===== src/rtl/uart_tx_ctl_pkg.sv =====
// Shared definitions for the s3 UART transmitter: register offsets, STATUS/CTRL
// bit positions, FSM encodings and the bit-period reload helper.
package uart_tx_ctl_pkg;

   localparam logic [1:0] REG_DATA   = 2'd0;
   localparam logic [1:0] REG_STATUS = 2'd1;
   localparam logic [1:0] REG_DIV    = 2'd2;
   localparam logic [1:0] REG_CTRL   = 2'd3;

   localparam int ST_BUSY    = 0;
   localparam int ST_FULL    = 1;
   localparam int ST_EMPTY   = 2;
   localparam int ST_OVF     = 3;
   localparam int ST_LVL_LSB = 8;

   localparam int CTRL_EN    = 0;
   localparam int CTRL_FLUSH = 1;

   localparam logic [1:0] S_IDLE  = 2'd0;
   localparam logic [1:0] S_START = 2'd1;
   localparam logic [1:0] S_DATA  = 2'd2;
   localparam logic [1:0] S_STOP  = 2'd3;

   // A divisor of 0 behaves as 1, so the reload is max(div,1)-1.
   function automatic logic [15:0] bit_reload(input logic [15:0] div);
      return (div == 16'd0) ? 16'd0 : div - 16'd1;
   endfunction

endpackage


===== src/rtl/uart_tx_ctl_sync_fifo.sv =====
// Single-clock show-ahead FIFO; pointers carry one extra wrap bit so that
// level = wr - rd distinguishes full from empty.
module sync_fifo #(
   parameter int WIDTH = 8,
   parameter int DEPTH = 16,
   localparam int AW   = $clog2(DEPTH)
) (
   input  logic             sys_clk,
   input  logic             sys_rst,
   input  logic             push,
   input  logic [WIDTH-1:0] din,
   input  logic             pop,
   output logic [WIDTH-1:0] dout,
   input  logic             flush,
   output logic             full,
   output logic             empty,
   output logic [AW:0]      level
);

   logic [WIDTH-1:0] mem [DEPTH];
   logic [AW:0]      wr_ptr;
   logic [AW:0]      rd_ptr;
   logic             do_push;
   logic             do_pop;

   assign level   = wr_ptr - rd_ptr;
   assign full    = (level == (AW+1)'(DEPTH));
   assign empty   = (level == '0);
   assign dout    = mem[rd_ptr[AW-1:0]];
   // A simultaneous pop frees the slot, so a push into a full FIFO still lands.
   assign do_pop  = pop && !empty;
   assign do_push = push && (!full || do_pop) && !flush;

   // NOTE: sequential state uses non-blocking assignments so every flop samples pre-edge values.
   always_ff @(posedge sys_clk) begin
      if (sys_rst || flush) begin
         wr_ptr <= '0;
         rd_ptr <= '0;
      end else begin
         if (do_push) wr_ptr <= wr_ptr + (AW+1)'(1);
         if (do_pop)  rd_ptr <= rd_ptr + (AW+1)'(1);
      end
   end

   // NOTE: storage has no reset; the pointers alone define which entries are valid.
   always_ff @(posedge sys_clk) begin
      if (do_push) mem[wr_ptr[AW-1:0]] <= din;
   end

endmodule


===== src/rtl/uart_tx_ctl.sv =====
// Memory-mapped 8N1 UART transmitter on bus slot s3: register file, registered
// read mux, TX FIFO and the serialiser FSM with its baud down-counter.
module uart_tx_ctl
   import uart_tx_ctl_pkg::*;
#(
   parameter int          FIFO_DEPTH  = 16,
   parameter logic [15:0] DEFAULT_DIV = 16'd868
) (
   input  logic        sys_clk,
   input  logic        sys_rst,
   output logic [15:0] di,
   input  logic        we,
   input  logic [15:0] a,
   input  logic [15:0] do_data,  // bus write data; "do" is a reserved word in SystemVerilog
   output logic        uart_tx
);

   localparam int LW = $clog2(FIFO_DEPTH) + 1;

   logic [1:0]    sel;
   logic          wr_data, wr_status, wr_div, wr_ctrl;
   logic [15:0]   divisor;
   logic          enable;
   logic          overflow;
   logic          flush_q;

   logic          fifo_pop, fifo_full, fifo_empty;
   logic [7:0]    fifo_dout;
   logic [LW-1:0] fifo_level;

   logic [1:0]    state;
   logic [15:0]   bit_cnt;
   logic [15:0]   bit_rld;
   logic [2:0]    bit_idx;
   logic [7:0]    shift;
   logic          line_next;
   logic [15:0]   status_word;
   logic [15:0]   rd_mux;
   logic          unused_addr_bits;

   assign sel       = a[2:1];
   assign wr_data   = we && (sel == REG_DATA);
   assign wr_status = we && (sel == REG_STATUS);
   assign wr_div    = we && (sel == REG_DIV);
   assign wr_ctrl   = we && (sel == REG_CTRL);
   assign unused_addr_bits = ^{a[15:3], a[0]};

   // Flush is applied one edge after the CTRL write; no frame starts on that edge.
   assign fifo_pop = (state == S_IDLE) && enable && !fifo_empty && !flush_q;

   sync_fifo #(.WIDTH(8), .DEPTH(FIFO_DEPTH)) u_fifo (
      .sys_clk (sys_clk),
      .sys_rst (sys_rst),
      .push    (wr_data),
      .din     (do_data[7:0]),
      .pop     (fifo_pop),
      .dout    (fifo_dout),
      .flush   (flush_q),
      .full    (fifo_full),
      .empty   (fifo_empty),
      .level   (fifo_level)
   );

   // NOTE: every combinational output gets a default first so no latch can be inferred.
   always_comb begin
      status_word                      = '0;
      status_word[ST_BUSY]             = (state != S_IDLE);
      status_word[ST_FULL]             = fifo_full;
      status_word[ST_EMPTY]            = fifo_empty;
      status_word[ST_OVF]              = overflow;
      status_word[ST_LVL_LSB +: 5]     = 5'(fifo_level);
      rd_mux = '0;
      case (sel)
         REG_STATUS: rd_mux = status_word;
         REG_DIV:    rd_mux = divisor;
         REG_CTRL:   rd_mux = {15'd0, enable};
         default:    rd_mux = '0;
      endcase
   end

   always_ff @(posedge sys_clk) begin
      if (sys_rst) begin
         di       <= '0;
         divisor  <= DEFAULT_DIV;
         enable   <= 1'b1;
         overflow <= 1'b0;
         flush_q  <= 1'b0;
      end else begin
         di      <= rd_mux;
         flush_q <= wr_ctrl && do_data[CTRL_FLUSH];
         if (wr_div)  divisor <= do_data;
         if (wr_ctrl) enable  <= do_data[CTRL_EN];
         if (wr_status && do_data[ST_OVF])
            overflow <= 1'b0;
         else if (wr_data && fifo_full && !fifo_pop && !flush_q)
            overflow <= 1'b1;
      end
   end

   // The line is registered from the current state, so it lags the FSM by one cycle.
   always_comb begin
      line_next = 1'b1;
      case (state)
         S_START: line_next = 1'b0;
         S_DATA:  line_next = shift[0];
         default: line_next = 1'b1;
      endcase
   end

   always_ff @(posedge sys_clk) begin
      if (sys_rst) begin
         state   <= S_IDLE;
         bit_cnt <= '0;
         bit_rld <= '0;
         bit_idx <= '0;
         shift   <= '0;
         uart_tx <= 1'b1;
      end else begin
         uart_tx <= line_next;
         case (state)
            S_IDLE: begin
               if (fifo_pop) begin
                  shift   <= fifo_dout;
                  bit_rld <= bit_reload(divisor);
                  bit_cnt <= bit_reload(divisor);
                  bit_idx <= '0;
                  state   <= S_START;
               end
            end
            S_START: begin
               if (bit_cnt == '0) begin
                  bit_cnt <= bit_rld;
                  state   <= S_DATA;
               end else begin
                  bit_cnt <= bit_cnt - 16'd1;
               end
            end
            S_DATA: begin
               if (bit_cnt == '0) begin
                  bit_cnt <= bit_rld;
                  shift   <= {1'b0, shift[7:1]};
                  bit_idx <= bit_idx + 3'd1;
                  if (bit_idx == 3'd7) state <= S_STOP;
               end else begin
                  bit_cnt <= bit_cnt - 16'd1;
               end
            end
            default: begin
               if (bit_cnt == '0) state <= S_IDLE;
               else               bit_cnt <= bit_cnt - 16'd1;
            end
         endcase
      end
   end

endmodule


===== config.mk =====
export PLATFORM = sky130hd
export DESIGN_NAME = uart_tx_ctl
export DESIGN_NICKNAME = d
export VERILOG_FILES = /design/src/rtl/uart_tx_ctl_pkg.sv /design/src/rtl/uart_tx_ctl_sync_fifo.sv /design/src/rtl/uart_tx_ctl.sv
export SDC_FILE = /design/constraint.sdc
export NUM_CORES = 1
export LEC_CHECK = 0
export CORE_ASPECT_RATIO = 0.6
export CORE_MARGIN = 2
export CORE_UTILIZATION = 50
export DETAILED_ROUTE_END_ITERATION = 8
export PLACE_DENSITY = 0.68
export SYNTH_ARGS = -nofsm -noshare
export SYNTH_HDL_FRONTEND = slang
export SYNTH_HIERARCHICAL = 1
export SYNTH_SLANG_ARGS = --single-unit

===== constraint.sdc =====
create_clock -name sys_clk -period 4.6 [get_ports sys_clk]
set_clock_uncertainty 0.1 [all_clocks]
set_input_delay 0.69 -clock sys_clk [delete_from_list [all_inputs] [get_ports sys_clk]]
set_output_delay 0.69 -clock sys_clk [all_outputs]
set_load 0.005 [all_outputs]

==> qor.log <==
[floorplan] count of pins on the block boundary 52
[synth] commonest register cell after synthesis sky130_fd_sc_hd__edfxtp_1
[sta] max-slew violation count 0
[pwr] power per standard cell area 589 nW/um^2
[layout] Layout Area Growth over Synthesis 12.8%
[layout] fraction of layout cells with a size suffix above 1 0.123
[global_route] initial antenna violation count 0
[pwr] post-layout power 0.00663 W
[setup_path] Worst setup SP type flop
[setup_path] cell count of the worst reg-to-reg path 14
[routing] # DRC 0
[routing] post-detailed-route count of antenna-violating nets 0
[routing] length of the first detailed-routing pass in iterations 7
[sta] minimum clock period after layout 4140 ps
[sta] setup repair after global routing missed its margin no
[synth] nets in the synthesized netlist 872
[floorplan] y dimension of the die 113 um
[setup_path] CP required 4760 ps
[global_route] first-pass GRT wire length 39500 um
[cts] post-CTS clock slew at the launch and capture registers of the worst setup and hold paths 60 ps
[pwr] fraction of power spent switching nets 0.367
[setup_path] worst setup slack for register-to-register paths 460 ps
[sta] timing-limited maximum frequency 242 MHz
[synth] Synth Register Bits 223
[global_route] grt ovf 0
[pwr] switching power 0.00243 W
[floorplan] width of the die 186 um
[global_route] busiest metal layer after global routing met1
[layout] number of diodes added for antenna fixing 0
[routing] DR iter-0 viols 925
[routing] final wirelength 25500 um
[synth] warning count from the yosys run 6
[layout] NumNets Final 889
[cts] clock latency reported for the late side of the worst-skew pair 500 ps
[sta] worst slew pin tran 952 ps
[pwr] Max rail drop VDD 0.274 mV
[sta] final number of setup-violating endpoints 0
[routing] count of vias placed by the detailed router 7154
[cts] cts bufs inserted 22
[cts] Max Buffers Root-to-Sink 3
[synth] biggest area contributors in the synthesized netlist sky130_fd_sc_hd__edfxtp_1 (38%), sky130_fd_sc_hd__dfxtp_1 (19%), sky130_fd_sc_hd__mux4_2 (9.0%), sky130_fd_sc_hd__a21oi_1 (3.0%), sky130_fd_sc_hd__nand2_1 (2.6%)
[synth] most frequent cells after synthesis sky130_fd_sc_hd__edfxtp_1 (128), sky130_fd_sc_hd__dfxtp_1 (95), sky130_fd_sc_hd__nand2_1 (69)
[routing] via count normalized by instance count 6.40
[global_route] maximum number of pins on one net before global-route repair 39
[synth] number of cells produced by synthesis 818
[cts] CTS Root Cell sky130_fd_sc_hd__clkbuf_16
[cts] CTS tree yes
[setup_path] start point of the critical path u_fifo/wr_ptr[0]$_SDFFE_PP0P_
[placed_design] worst setup slack after placement 587 ps
[job] maximum capacitance violations 0
[synth] area leader, netlist sky130_fd_sc_hd__edfxtp_1
[pwr] Combinational Power Share 0.361
[floorplan] CORE AREA 19300 um^2
[sta] Max transition margin 0.357
[status] run status completed
[synth] netlist area before placement 9990 um^2
[hold_path] class of the most critical hold timing path reg2reg
[cts] CTS H-tree depth 1
[setup_path] Critical Path Sink Type flop
[cts] cts repair resizes 0
[cts] hold bufs inserted after CTS 0
[setup_path] Worst EP arrival 4300 ps
[synth] most common cell in the netlist sky130_fd_sc_hd__edfxtp_1
[sta] final hold viol count 0
[placed_design] GPL Wtd Cong 0.894
[pwr] Clock power frac 0.267
[setup_path] maximum net fanout on the critical path 12
[sta] crit path setup slack, layout 460 ps
[floorplan] starting utilization of the core area 0.517
[pwr] sequential fraction of design power 0.372
[floorplan] die outline area 21200 um^2
[setup_path] critical path endpoint u_fifo/mem[1][2]$_DFFE_PP_
[setup_path] Reg-to-Reg End u_fifo/mem[1][2]$_DFFE_PP_
[synth] number of distinct library cells after synthesis 77
[setup_path] classification of the worst setup path reg2reg
[cts] number of sinks on the clock net 223
[global_route] GR Layer Usage met1 0.389
[synth] post-synthesis average cell area 12.2 um^2
[cts] post-CTS setup-driven buffer insertion count 0
[global_route] total global-route track usage 0.243
[synth] number of enable flip-flop cells after synthesis 128
[global_route] Global Route met2 Usage 0.332
[global_route] vias in the first global route 6770
[sta] Post-Route Setup TNS 0 ps
[sta] final clock period utilization by the worst path 0.900
[layout] total of fill cells in the finished design 1543
[placed_design] Port Buffers 37
[synth] async set-or-reset flop fraction in the synthesized netlist 0
[placed_design] Detail Placement HPWL 17600 um
[global_route] met3 usage 0.0634
[pwr] internal power 0.00420 W
[pwr] P_leak 3.72 nW
[synth] share of the yosys chip area belonging to registers 0.575
[floorplan] # rows 39
[synth] share of Yosys cell area claimed by the top area cell type 0.385
[sta] Worst Hold Slack 350 ps
[setup_path] launching point of the worst reg2reg path u_fifo/wr_ptr[0]$_SDFFE_PP0P_
[routing] average detailed-routed wire length per instance 22.8 um
## critical path, stage by stage, from the launching register on
cell and delay, ps:
sky130_fd_sc_hd__dfxtp_1 410, sky130_fd_sc_hd__inv_1 120, sky130_fd_sc_hd__ha_1 240, sky130_fd_sc_hd__inv_1 80, sky130_fd_sc_hd__fa_1 460, sky130_fd_sc_hd__nor3b_1 260, sky130_fd_sc_hd__nand4b_2 240, sky130_fd_sc_hd__a2bb2oi_2 460
sky130_fd_sc_hd__nand3b_1 190, sky130_fd_sc_hd__nand2b_1 130, sky130_fd_sc_hd__inv_1 90, sky130_fd_sc_hd__a2111oi_4 560, sky130_fd_sc_hd__or3_1 310, sky130_fd_sc_hd__nor2_1 60, sky130_fd_sc_hd__buf_4 190
## how the worst min path moves through the flow
stage | startpoint | endpoint | slack, ps | cells past startpoint
3_5_place_dp | bit_rld[6]$_SDFFE_PP0P_ | bit_rld[6]$_SDFFE_PP0P_ | 340 | 2
6_report | bit_rld[3]$_SDFFE_PP0P_ | bit_rld[3]$_SDFFE_PP0P_ | 350 | 2
4_1_cts | bit_rld[6]$_SDFFE_PP0P_ | bit_rld[6]$_SDFFE_PP0P_ | 350 | 2
3_3_place_gp | bit_rld[6]$_SDFFE_PP0P_ | bit_rld[6]$_SDFFE_PP0P_ | 340 | 2
2_1_floorplan | bit_rld[6]$_SDFFE_PP0P_ | bit_rld[6]$_SDFFE_PP0P_ | 330 | 2
5_1_grt | bit_rld[3]$_SDFFE_PP0P_ | bit_rld[3]$_SDFFE_PP0P_ | 360 | 2
## per-stage QoR
step	instance area, um^2	cells	utilization
finish	11300	1117	0.583
global route	11300	1117	0.583
CTS	11300	1117	0.583
detailed placement	10500	1077	0.546
global placement	10500	1077	0.546
floorplan	9990	818	-
## cell families (layout without fill, tap and decap cells)
| family | count (synthesis) | in the layout | synth area share |
|---|---|---|---|
| muxes | 55 | 55 | 0.107 |
| buffers and inverters | 81 | 114 | 0.0332 |
| adders and majority gates | 19 | 19 | 0.0245 |
| AOI/OAI and AO/OA | 190 | 190 | 0.128 |
| and+or+nand+nor | 237 | 237 | 0.121 |
| DFF | 223 | 223 | 0.575 |
| xor gates and xnor gates | 13 | 13 | 0.0114 |
## power groups by stage
stage / registers (W) / logic, W / clock network, W
after CTS: 0.00246 / 0.00232 / 0.00180
after detailed placement: 0.00250 / 0.00232 / 0
after global placement: 0.00249 / 0.00224 / 0
after floorplan: 0.00240 / 0.00175 / 0
after global routing: 0.00249 / 0.00258 / 0.00188
final: 0.00247 / 0.00239 / 0.00177
## layer usage
metal | wire [um] | vias to the layer above
met5 | 0 | -
met4 | 326 | 0
met2 | 10100 | 386
met3 | 2940 | 32
met1 | 12100 | 3572
li1 | - | 3164
## state kept, by name (all words and copies together), names as in the netlist, named ones only
signal,cells
u_fifo/mem,128
bit_cnt,16
bit_rld,16
di,16
divisor,16
shift,8
u_fifo/rd_ptr,5
u_fifo/wr_ptr,5
bit_idx,3
state,2
enable,1
flush_q,1
overflow,1
uart_tx,1
## cells in the final DEF (no fill, tap or decap), types with 14 or more instances in the layout
master,synthesis,layout
sky130_fd_sc_hd__edfxtp_1,128,128
sky130_fd_sc_hd__dfxtp_1,95,93
sky130_fd_sc_hd__nand2_1,69,69
sky130_fd_sc_hd__a21oi_1,59,59
sky130_fd_sc_hd__nor2_1,56,56
sky130_fd_sc_hd__mux4_2,40,40
sky130_fd_sc_hd__o21ai_0,38,38
sky130_fd_sc_hd__clkdlybuf4s50_1,0,36
sky130_fd_sc_hd__inv_1,25,26
sky130_fd_sc_hd__clkbuf_16,0,23
sky130_fd_sc_hd__ha_1,18,18
sky130_fd_sc_hd__a22oi_1,16,16
sky130_fd_sc_hd__nand3_1,15,15
sky130_fd_sc_hd__nor3_1,14,14
## area by class of cell
| type | count | area, um^2 | share of cell area |
|---|---|---|---|
| Clock buffer | 31 | 636 | 0.0564 |
| Inverter | 25 | 93.8 | 0.00833 |
| Timing Repair Buffer | 49 | 455 | 0.0404 |
| Multi-Input combinational cell | 514 | 3910 | 0.347 |
| Clock inverter | 9 | 88.8 | 0.00788 |
| Sequential cell | 223 | 5750 | 0.510 |
| Tap cell | 266 | 333 | 0.0295 |
Note: power is estimated with default switching activity, not from simulation.
